$ cat config.mk
export PLATFORM = sky130hd
export DESIGN_NAME = glyph_rom_arbiter
export DESIGN_NICKNAME = d
export VERILOG_FILES = /design/src/rtl/glyph_rom_arbiter.sv
export SDC_FILE = /design/constraint.sdc
export NUM_CORES = 1
export LEC_CHECK = 0
export BUFFER_PORTS_ARGS = -buffer_cell sky130_fd_sc_hd__buf_2
export CORE_MARGIN = 3
export CORE_UTILIZATION = 30
export CTS_BUF_LIST = sky130_fd_sc_hd__clkbuf_4 sky130_fd_sc_hd__clkbuf_8 sky130_fd_sc_hd__clkbuf_16
export DETAILED_ROUTE_END_ITERATION = 8
export SYNTH_ARGS = -nofsm -noshare
export SYNTH_HDL_FRONTEND = slang
export SYNTH_SLANG_ARGS = --single-unit
$ cat constraint.sdc
create_clock -name clk -period 2 [get_ports clk]
set_input_delay 0.4 -clock clk [delete_from_list [all_inputs] [get_ports clk]]
set_output_delay 0.4 -clock clk [all_outputs]
set_load 0.05 [all_outputs]
$ cat src/rtl/glyph_rom_arbiter.sv
// glyph_rom_arbiter: shares the character ROM read port between the fixed-latency display
// pipeline (always wins) and a best-effort CPU glyph readback with starvation detection.
module glyph_rom_arbiter #(
    parameter int CHARACTER_SET_COUNT = 27,
    parameter int MAX_WAIT = 64,
    localparam int IW = $clog2(CHARACTER_SET_COUNT)
) (
    input  logic          clk,
    input  logic          rstn,
    input  logic          disp_req,
    input  logic [IW-1:0] disp_idx,
    input  logic [3:0]    disp_row,
    output logic          disp_valid,
    output logic [7:0]    disp_bits,
    input  logic          cpu_req,
    input  logic [IW-1:0] cpu_idx,
    output logic          cpu_gnt,
    output logic          cpu_rvalid,
    output logic [127:0]  cpu_rdata,
    output logic          starve_err,
    output logic          rom_en,
    output logic [IW-1:0] rom_idx,
    input  logic [127:0]  rom_data
);
    localparam logic [7:0] MW = 8'(MAX_WAIT);
    typedef enum logic [1:0] {IDLE, ISSUED, RSP} cpu_state_t;
    cpu_state_t state;
    logic       disp_tag;
    logic [3:0] row_q;
    logic [7:0] wait_cnt;
    always_comb begin
        cpu_gnt = rstn && !disp_req && cpu_req && state == IDLE;
        rom_en  = (rstn && disp_req) || cpu_gnt;
        rom_idx = !rom_en ? '0 : disp_req ? disp_idx : cpu_idx;
    end
    assign disp_valid = disp_tag;
    // Row 0 lives in the top byte, so the byte offset is (15 - row) * 8.
    assign disp_bits  = rom_data[{~row_q, 3'b000} +: 8];
    always_ff @(posedge clk) begin
        if (!rstn) begin
            state      <= IDLE;
            disp_tag   <= 1'b0;
            row_q      <= '0;
            cpu_rvalid <= 1'b0;
            cpu_rdata  <= '0;
            wait_cnt   <= '0;
            starve_err <= 1'b0;
        end else begin
            disp_tag   <= disp_req;
            row_q      <= disp_row;
            cpu_rvalid <= state == ISSUED;
            if (state == ISSUED) cpu_rdata <= rom_data;
            state      <= state == IDLE ? (cpu_gnt ? ISSUED : IDLE) : state == ISSUED ? RSP : IDLE;
            wait_cnt   <= (cpu_req && !cpu_gnt) ? wait_cnt + {7'd0, wait_cnt != 8'hff} : '0;
            if (wait_cnt > MW) starve_err <= 1'b1;
        end
    end
endmodule

==> impl_metrics.csv, run 1 <==
group,metric,value,unit
run_status,outcome,"complete, but fails checks",
run_status,violations,"setup timing",
run,cap_violations,0,
route,drt-initial-drc-count,356,
clocking,clkTransAtPathRegs,0.06,ns
global_route,grt_pass1_wl,35100,um
clocking,cts_buffer_depth,2,
placed_design,gp_congestion,0.836,
cells_and_area,drive_gt1_share,41.7,%
die,io_pins,292,
die,dieArea,23100,um^2
clocking,cts_hold_buffers,0,
logic_synthesis,ys_types,33,
logic_synthesis,synth-warning-count,0,
logic_synthesis,synthSimpleGateAreaFrac,18.7,%
logic_synthesis,ys_ff_latch,145,
global_route,grt_max_degree,99,
sta,slew_headroom,27.6,%
logic_synthesis,synthXorXnorAreaFrac,0.410,%
logic_synthesis,synth.most_common_cell,"nand2_1",
route,routedWlPerCell,17.7,um
sta,fmax,0.399,GHz
hold_path,min_path_type,"in2reg",
logic_synthesis,synth_top_family_by_area,"simple AND/OR/NAND/NOR gates",
critical_path,critPathLaunchType,"flip-flop",
logic_synthesis,synth_area_per_cell,9.13,um^2
cells_and_area,utilization,44.2,%
cells_and_area,nets,1145,
logic_synthesis,synthArstFlopShare,0,%
route,vias_per_cell,4.77,
logic_synthesis,ys.flop_type,"dfxtp_1",
route,finalWirelength,22700,um
logic_synthesis,synth-edff-count,0,
sta,rsz0062_at_grt,"true",
route,dr.pass1.iters,5,
clocking,cts_tree,"yes",
logic_synthesis,synth_fp_nets,850,
placed_design,dp.cells,1243,
critical_path,critical_path_class,"reg2out",
cells_and_area,area_growth_syn_to_layout,42.4,%
placed_design,placed_area,8320,um^2
sta,min_period_over_period,125,%
die,die_w,152,um
die,coreArea,20600,um^2
power,max-vdd-ir-drop,534,uV
logic_synthesis,netlist_instances,702,
sta,min_period,2.51,ns
cells_and_area,final_cells,1283,
clocking,cts-htree-levels,4,
route,vias,6115,
sta,worst_pin_slew,1.07,ns
logic_synthesis,synth_top_area_share,45.3,%
sta,tns,-3.65,ns
die,start_util,31.1,%
route,ant_nets,0,
logic_synthesis,muxShareOfSynthArea,13.0,%
clocking,clock-sinks,145,
route,drc_errors,0,
critical_path,cp.required,1.60,ns
global_route,overflow,0,
sta,drv_slew,0,
logic_synthesis,ys_top_cells_by_count,"nand2_1 (267), dfxtp_1 (145), a21boi_0 (128), clkbuf_1 (27), buf_2 (18)",
logic_synthesis,yosysTopAreaCell,"dfxtp_1",
sta,finalSetupViolations,8,
logic_synthesis,synth_compound_area_share,17.8,%
critical_path,cp_max_fo,6,
cells_and_area,final_area,9120,um^2
cells_and_area,fillers,2072,
power,leakagePower,3.92,nW
global_route,antenna_found_initial,4,
placed_design,hpwl,16700,um
logic_synthesis,synthAdderAreaFrac,0.391,%
global_route,grt_usage,19.1,%
logic_synthesis,ys_seq_area_share,45.3,%
global_route,grt_pass1_vias,6135,
die,die_h,152,um
sta,finalHoldViolations,0,
die,num_rows,52,
placed_design,portBuffers,291,
placed_design,pre_cts_ws,-0.171,ns
logic_synthesis,synth_area,6410,um^2
sta,setup_ws,-0.508,ns
critical_path,cp_data_arrival_time,2.11,ns
power,power_density,858,nW/um^2
critical_path,cp-end-kind,"output pin",
logic_synthesis,ys_top_cells_by_area,"dfxtp_1 (45%), nand2_1 (16%), a21boi_0 (15%)",
clocking,clk_latency,0.42,ns
sta,fin_worst_skew,0.0102,ns
clocking,cts_root_buf,"clkbuf_16",
clocking,cts_made_buffers,17,
## stage by stage
step / hold WS, ns / total power [mW]
detailed placement: 0.453 / 4.43
finish: 0.186 / 7.83
CTS: 0.170 / 7.92
global route: 0.174 / 8.16
global placement: 0.446 / 4.42
floorplan: 0.471 / 3.91
## what timing repair did
action | in CTS | in global routing
resized for setup | 49 | 12
pin swaps | 11 | 4
endpoints found under the setup margin | 14 | 14
gates cloned | 1 | 0
setup buffers | 4 | 1
## path summary, 6_finish.rpt
kind | start | end | slack, ns | cells past startpoint
worst max-delay path | row_q[0] | disp_bits[4] | -0.51 | 6
worst max register to register | wait_cnt[3] | wait_cnt[4] | 0.24 | 7
worst min-delay path | disp_row[0] | row_q[0] | 0.19 | 2
worst min register to register | cpu_rdata[26] | cpu_rdata[26] | 0.46 | 2
## kinds of logic (layout without fill, tap and decap cells)
family	after synthesis	in the layout
AO/OA/AOI/OAI	154	154
XOR/XNOR	3	3
buffers and inverters	58	366
flip-flops	145	145
multiplexers	37	37
other	0	3
AND/OR/NAND/NOR	303	303
adder cells (fa/ha/maj)	2	2
## flip-flops by register name, indices dropped and copies added (netlist names)
| register | cells |
|---|---|
| state | 2 |
| wait_cnt | 8 |
| row_q | 4 |
| cpu_rdata | 128 |
| cpu_rvalid | 1 |
| disp_valid | 1 |
| starve_err | 1 |
## worst max-delay path, stage by stage (launching register included)
cell	delay [ns]
dfxtp_4	0.38
buf_12	0.14
buf_4	0.15
mux4_1	0.57
a22oi_1	0.19
nand2_2	0.07
buf_4	0.19
## power by group
part	internal, mW	total (mW)	switching, mW
clock network	2.03	3.37	1.34
registers	2.98	3.03	0.0491
logic	0.525	1.42	0.898
## layout by cell type, fill, tap and decap left out, types with 3 or more instances in the layout
master      synthesis  layout
buf_4               0      36
inv_6               0       5
a21boi_0          128     128
nand3_1             3       3
a22oi_2             0      12
mux2i_1             5       5
bufinv_16           0       3
a21oi_1             3       3
nand2_2             0       5
diode_2             0       3
a22oi_1            16       4
and2_1              8       8
dfxtp_1           145     141
buf_8               0       4
mux4_2             16      30
or3_1               3       3
buf_12              1       9
o21ai_0             3       3
nand2_1           267     261
clkinvlp_4          0       4
buf_2              18     276
nor2_1             11      11
buf_6               3       5
inv_1               3       3
dfxtp_2             0       3
clkbuf_16           0      17
## cell type report
cell class	count	area, um^2	share of cell area [%]
clock inverter	13	173	1.89
sequential	145	2910	31.9
multi-input combinational	499	3280	36.0
inverter	3	11.3	0.123
tap	270	338	3.70
timing repair buffer	331	1960	21.4
antenna	3	7.51	0.0823
clock buffer	19	447	4.90
## per-layer routing
metal | GRT usage (%) | wire, um
met1 | 25.1 | 9970
met4 | 6.34 | 400
met2 | 30.4 | 10600
met5 | 0 | 7
met3 | 5.42 | 1680
Power figures use the tool's default switching activity.
==> run 2, diff against run 1 <==
--- a/config.mk
+++ b/config.mk
@@ -6,10 +6,15 @@
 export NUM_CORES = 1
 export LEC_CHECK = 0
 export BUFFER_PORTS_ARGS = -buffer_cell sky130_fd_sc_hd__buf_2
+export CELL_PAD_IN_SITES_DETAIL_PLACEMENT = 1
+export CELL_PAD_IN_SITES_GLOBAL_PLACEMENT = 1
 export CORE_MARGIN = 3
 export CORE_UTILIZATION = 30
 export CTS_BUF_LIST = sky130_fd_sc_hd__clkbuf_4 sky130_fd_sc_hd__clkbuf_8 sky130_fd_sc_hd__clkbuf_16
+export CTS_CLUSTER_DIAMETER = 80
 export DETAILED_ROUTE_END_ITERATION = 8
+export PLACE_DENSITY_LB_ADDON = 0.1
+export RECOVER_POWER = 100
 export SYNTH_ARGS = -nofsm -noshare
 export SYNTH_HDL_FRONTEND = slang
 export SYNTH_SLANG_ARGS = --single-unit
==> run 2 against run 1 <==
  * The run still ends with setup timing left
  * Core utilization decreased by 0.78 points
  * Flip-flop and latch count unchanged
  * First-iteration DRC count is 2.5% lower
  * Register-to-register slack got worse by 0.19 ns
  * Fmax rose by 3.0%
  * Sequential share of layout area increased by 0.56 points
  * Count of clock-buffer cells in the layout down 1
  * Final cell count fell by 0.39%
  * Hold slack improved by 0.0051 ns
  * Critical endpoint is now disp_bits[3]
==> impl_metrics.csv, run 2 (synthesis gave the netlist of run 1 again) <==
group,metric,value,unit
critical_path,critical_path_class,"reg2out",
cells_and_area,largest_register_ffs,128,
power,p_total,8.00,mW
cells_and_area,nets,1141,
die,die_h,152,um
critical_path,cp.required,1.60,ns
clocking,cts_root_buf,"clkbuf_16",
placed_design,dp.cells,1240,
cells_and_area,area_growth_syn_to_layout,39.9,%
global_route,antenna_found_initial,4,
cells_and_area,utilization,43.4,%
critical_path,critPathLaunchType,"flip-flop",
cells_and_area,drive_gt1_share,28.1,%
clocking,clkTransAtPathRegs,0.06,ns
cells_and_area,reg_top3,"cpu_rdata (128), wait_cnt (8), row_q (4)",
critical_path,cp_slowest_cell,"mux4_2",
die,start_util,31.1,%
route,finalWirelength,24900,um
sta,timing.hold.ws,0.191,ns
placed_design,portBuffers,291,
die,dieArea,23100,um^2
cells_and_area,final_cells,1278,
die,coreArea,20600,um^2
critical_path,path_cells,"buf_12 -> mux4_2 -> a22oi_2 -> buf_4 -> nand2_2 -> buf_6",
placed_design,pre_cts_ws,-0.189,ns
clocking,cts_made_buffers,17,
run_status,outcome,"complete, but fails checks",
route,vias,6143,
sta,min_period_over_period,122,%
global_route,grt_pass1_vias,6349,
sta,finalSetupViolations,8,
route,vias_per_cell,4.81,
power,leakagePower,3.36,nW
route,drc_errors,0,
die,die_w,152,um
sta,worst_pin_slew,1.22,ns
die,io_pins,292,
global_route,grt_max_degree,69,
critical_path,cp_data_arrival_time,2.03,ns
placed_design,hpwl,18600,um
hold_path,min_path_type,"in2reg",
sta,finalHoldViolations,0,
route,dr.pass1.iters,4,
critical_path,cp-end-kind,"output pin",
power,max-vdd-ir-drop,511,uV
die,num_rows,52,
run,cap_violations,0,
clocking,cts_tree,"yes",
critical_path,cp_max_fo,5,
route,drt-initial-drc-count,347,
clocking,cts_buffer_depth,2,
placed_design,gp_congestion,0.806,
route,ant_nets,0,
sta,rsz0062_at_grt,"true",
cells_and_area,fillers,2561,
global_route,overflow,0,
route,routedWlPerCell,19.5,um
power,power_density,892,nW/um^2
run_status,violations,"setup timing",
clocking,cts-htree-levels,4,
sta,setup_ws,-0.435,ns
sta,min_period,2.43,ns
sta,fmax,0.411,GHz
global_route,grt_pass1_wl,37900,um
global_route,grt_usage,20.9,%
cells_and_area,final_common_cell,"nand2_1",
cells_and_area,final_cell_mix,"nand2_1 (261), buf_2 (144), dfxtp_1 (142)",
sta,drv_slew,0,
clocking,clk_latency,0.42,ns
critical_path,worst_path_largest_cell_delay,0.54,ns
sta,fin_worst_skew,0.00711,ns
sta,slew_headroom,18.8,%
clocking,clock-sinks,145,
cells_and_area,regMostFlops,"cpu_rdata",
## run 2: cell types whose count changed in the layout (fill, tap and decap cells not counted), sizes merged
cell	before	now
clkinv	1	2
bufinv	3	5
diode	3	4
inv	8	6
buf	330	190
clkbuf	20	155
clkinvlp	4	2
## run 2: per-stage QoR
stage	TNS (ns)	area, um^2
after CTS	-4.14	9090
after detailed placement	-1.29	8340
after global placement	-1.16	8340
final	-3.23	8960
after global routing	-6.56	8960
after floorplan	0	6420
## run 2: final cells by class
cell class	count	area, um^2	share of cell area [%]
inverter	3	11.3	0.126
multi-input combinational	499	3280	36.7
sequential	145	2910	32.5
antenna	4	10.0	0.112
tap	270	338	3.77
clock inverter	12	205	2.29
timing repair buffer	327	1760	19.7
clock buffer	18	439	4.90
## run 2: timing repair
item | in CTS | in global routing
gates resized for setup | 35 | 27
pin swaps | 3 | 11
gates cloned | 1 | 0
hold buffers | 0 | 0
buffers inserted | 2 | 2
setup endpoints to repair | 14 | 14
## run 2: worst max-delay path, delay by kind of cell, from the launching register on
| kind | cells | cell delay [ns] |
|---|---|---|
| and+or+nand+nor | 1 | 0.05 |
| AOI/OAI and AO/OA | 1 | 0.18 |
| muxes | 1 | 0.54 |
| DFF | 1 | 0.42 |
| buffers and inverters | 3 | 0.42 |
## run 2: final timing paths
check / end / cells past startpoint / from / slack, ns
max reg2reg: cpu_rdata[54] / 5 / state[0] / 0.05
max: disp_bits[3] / 6 / row_q[0] / -0.43
min reg2reg: cpu_rdata[106] / 2 / cpu_rdata[106] / 0.47
min: row_q[1] / 2 / disp_row[1] / 0.19
## run 2: routing by layer
layer	vias to the layer above	wire, um	track usage [%]
li1	2963	-	-
met1	2950	10800	26.6
met2	211	12000	34.2
met3	19	1890	6.67
met4	0	300	5.86
met5	-	0	0
## run 2: power by group
part	internal, mW	switching, mW	total [mW]
Combinational	0.492	0.905	1.40
Clock	2.25	1.32	3.56
Sequential	2.98	0.0535	3.04
==> run 3, diff against run 2 <==
--- a/config.mk
+++ b/config.mk
@@ -15,6 +15,7 @@
 export DETAILED_ROUTE_END_ITERATION = 8
 export PLACE_DENSITY_LB_ADDON = 0.1
 export RECOVER_POWER = 100
+export SKIP_CTS_REPAIR_TIMING = 1
 export SYNTH_ARGS = -nofsm -noshare
 export SYNTH_HDL_FRONTEND = slang
 export SYNTH_SLANG_ARGS = --single-unit
==> run 3 against run 2 <==
  * The run still ends with setup timing left
  * Final area shrank 0.20%
  * First-iteration DRC count decreased by 4.6%
  * Hold slack hardly changed
  * Critical endpoint is now disp_bits[1]
  * Largest cell class unchanged
  * Largest power group unchanged
  * Highest routed layer unchanged
==> impl_metrics.csv, run 3 (synthesis gave the netlist of run 1 again) <==
group,metric,value,unit
sta,min_period_over_period,123,%
global_route,grt_pass1_wl,37500,um
sta,slew_headroom,18.1,%
cells_and_area,seq_area,2910,um^2
sta,rsz0062_at_grt,"true",
sta,worst_pin_slew,1.23,ns
critical_path,cp_slowest_cell,"mux4_2",
cells_and_area,reg_top3,"cpu_rdata (128), wait_cnt (8), row_q (4)",
cells_and_area,nets,1141,
global_route,grt_usage,20.7,%
run_status,outcome,"complete, but fails checks",
route,routedWlPerCell,19.6,um
die,io_pins,292,
critical_path,critPathLaunchType,"flip-flop",
sta,min_period,2.45,ns
sta,drv_slew,0,
placed_design,placed_area,8340,um^2
global_route,grt_pass1_vias,6276,
cells_and_area,multi_input_area,3280,um^2
clocking,clock-sinks,145,
sta,finalHoldViolations,0,
die,die_h,152,um
clocking,cts-htree-levels,4,
cells_and_area,drive_gt1_share,27.9,%
critical_path,worst_path_largest_cell_delay,0.51,ns
cells_and_area,final_cell_mix,"nand2_1 (261), buf_2 (147), dfxtp_1 (142)",
sta,fmax,0.407,GHz
critical_path,critPathLaunch,"row_q[0]",
global_route,overflow,0,
critical_path,cp.required,1.60,ns
placed_design,portBuffers,291,
critical_path,path_buf_inv,3,
route,drt-initial-drc-count,331,
clocking,cts_tree,"yes",
cells_and_area,fillers,2556,
die,die_w,152,um
critical_path,cp-end-kind,"output pin",
die,coreArea,20600,um^2
route,finalWirelength,25100,um
route,ant_nets,0,
cells_and_area,regMostFlops,"cpu_rdata",
critical_path,regToRegSetupSlack,0.07,ns
hold_path,min_path_type,"in2reg",
clocking,clk_latency,0.42,ns
die,num_rows,52,
critical_path,rr_worst_depth,5,
clocking,cts_made_buffers,17,
route,vias,6147,
placed_design,hpwl,18600,um
sta,setup_ws,-0.454,ns
sta,fin_worst_skew,0.00764,ns
run_status,violations,"setup timing",
route,drc_errors,0,
global_route,antenna_found_initial,4,
cells_and_area,area_growth_syn_to_layout,39.6,%
die,dieArea,23100,um^2
critical_path,cp_data_arrival_time,2.05,ns
cells_and_area,final_common_cell,"nand2_1",
critical_path,cp_top_family,"multiplexers",
power,leakagePower,3.36,nW
clocking,cts_buffer_depth,2,
route,dr.pass1.iters,4,
clocking,clkTransAtPathRegs,0.06,ns
power,p_total,7.99,mW
critical_path,path_cells,"buf_6 -> mux4_2 -> a22oi_1 -> buf_4 -> nand2_2 -> buf_8",
critical_path,worstReg2RegEnd,"cpu_rdata[50]",
cells_and_area,largest_register_ffs,128,
critical_path,crit_cells,6,
critical_path,r2r-start,"state[0]",
power,max-vdd-ir-drop,513,uV
placed_design,gp_congestion,0.806,
route,vias_per_cell,4.81,
critical_path,critical_path_class,"reg2out",
cells_and_area,final_area,8940,um^2
critical_path,cp_max_fo,6,
global_route,grt_max_degree,69,
critical_path,endpoint,"disp_bits[1]",
power,power_density,894,nW/um^2
clocking,cts_root_buf,"clkbuf_16",
run,cap_violations,0,
sta,finalSetupViolations,8,
die,start_util,31.1,%
## run 3: cell types whose count changed in the layout (fill, tap and decap cells not counted), sizes merged
cell / delta
buf: -3
diode: +1
clkbuf: +3
## run 3: power breakdown
| group | switching (mW) | internal, mW |
|---|---|---|
| Sequential | 0.0544 | 2.98 |
| Combinational | 0.904 | 0.487 |
| Clock | 1.32 | 2.25 |
| Total | 2.28 | 5.72 |
## run 3: worst register-to-register path, delay by kind of cell, from the launching register on
kind	cells	cell delay, ns
flops	1	0.48
buf+inv	2	0.67
compound gates	1	0.18
simple gates	2	0.52
## run 3: final cells by class
cell class,count,share of cell area [%]
antenna,5,0.140
clock buffer,18,4.91
clock inverter,12,2.29
inverter,3,0.126
multi-input combinational,499,36.7
sequential,145,32.5
tap,270,3.78
timing repair buffer,327,19.5
## run 3: routing by layer
layer	global-route usage (%)	routed length (um)
met1	26.2	10900
met2	34.0	12000
met3	6.67	1830
met4	5.61	375
met5	0	0
## run 3: worst min path at each step
stage                        start              to  slack (ns)  cells after the start
floorplan              wait_cnt[7]     wait_cnt[7]        0.47                      2
global placement     cpu_rdata[37]   cpu_rdata[37]        0.45                      2
detailed placement  cpu_rdata[103]  cpu_rdata[103]        0.46                      2
CTS                    disp_row[1]        row_q[1]        0.17                      2
global route           disp_row[1]        row_q[1]        0.16                      2
finish                 disp_row[1]        row_q[1]        0.19                      2
## run 3: metrics by stage
stage / util (%) / hold slack, ns / setup WS (ns) / TNS [ns] / cells
finish: 43.4 / 0.191 / -0.454 / -3.42 / 1279
global route: 43.4 / 0.165 / -0.526 / -6.82 / 1278
CTS: 43.5 / 0.171 / -0.647 / -5.55 / 1270
detailed placement: 40.4 / 0.455 / -0.189 / -1.29 / 1240
global placement: 40.4 / 0.450 / -0.162 / -1.16 / 1240
floorplan: - / 0.471 / 0.00410 / 0 / 702
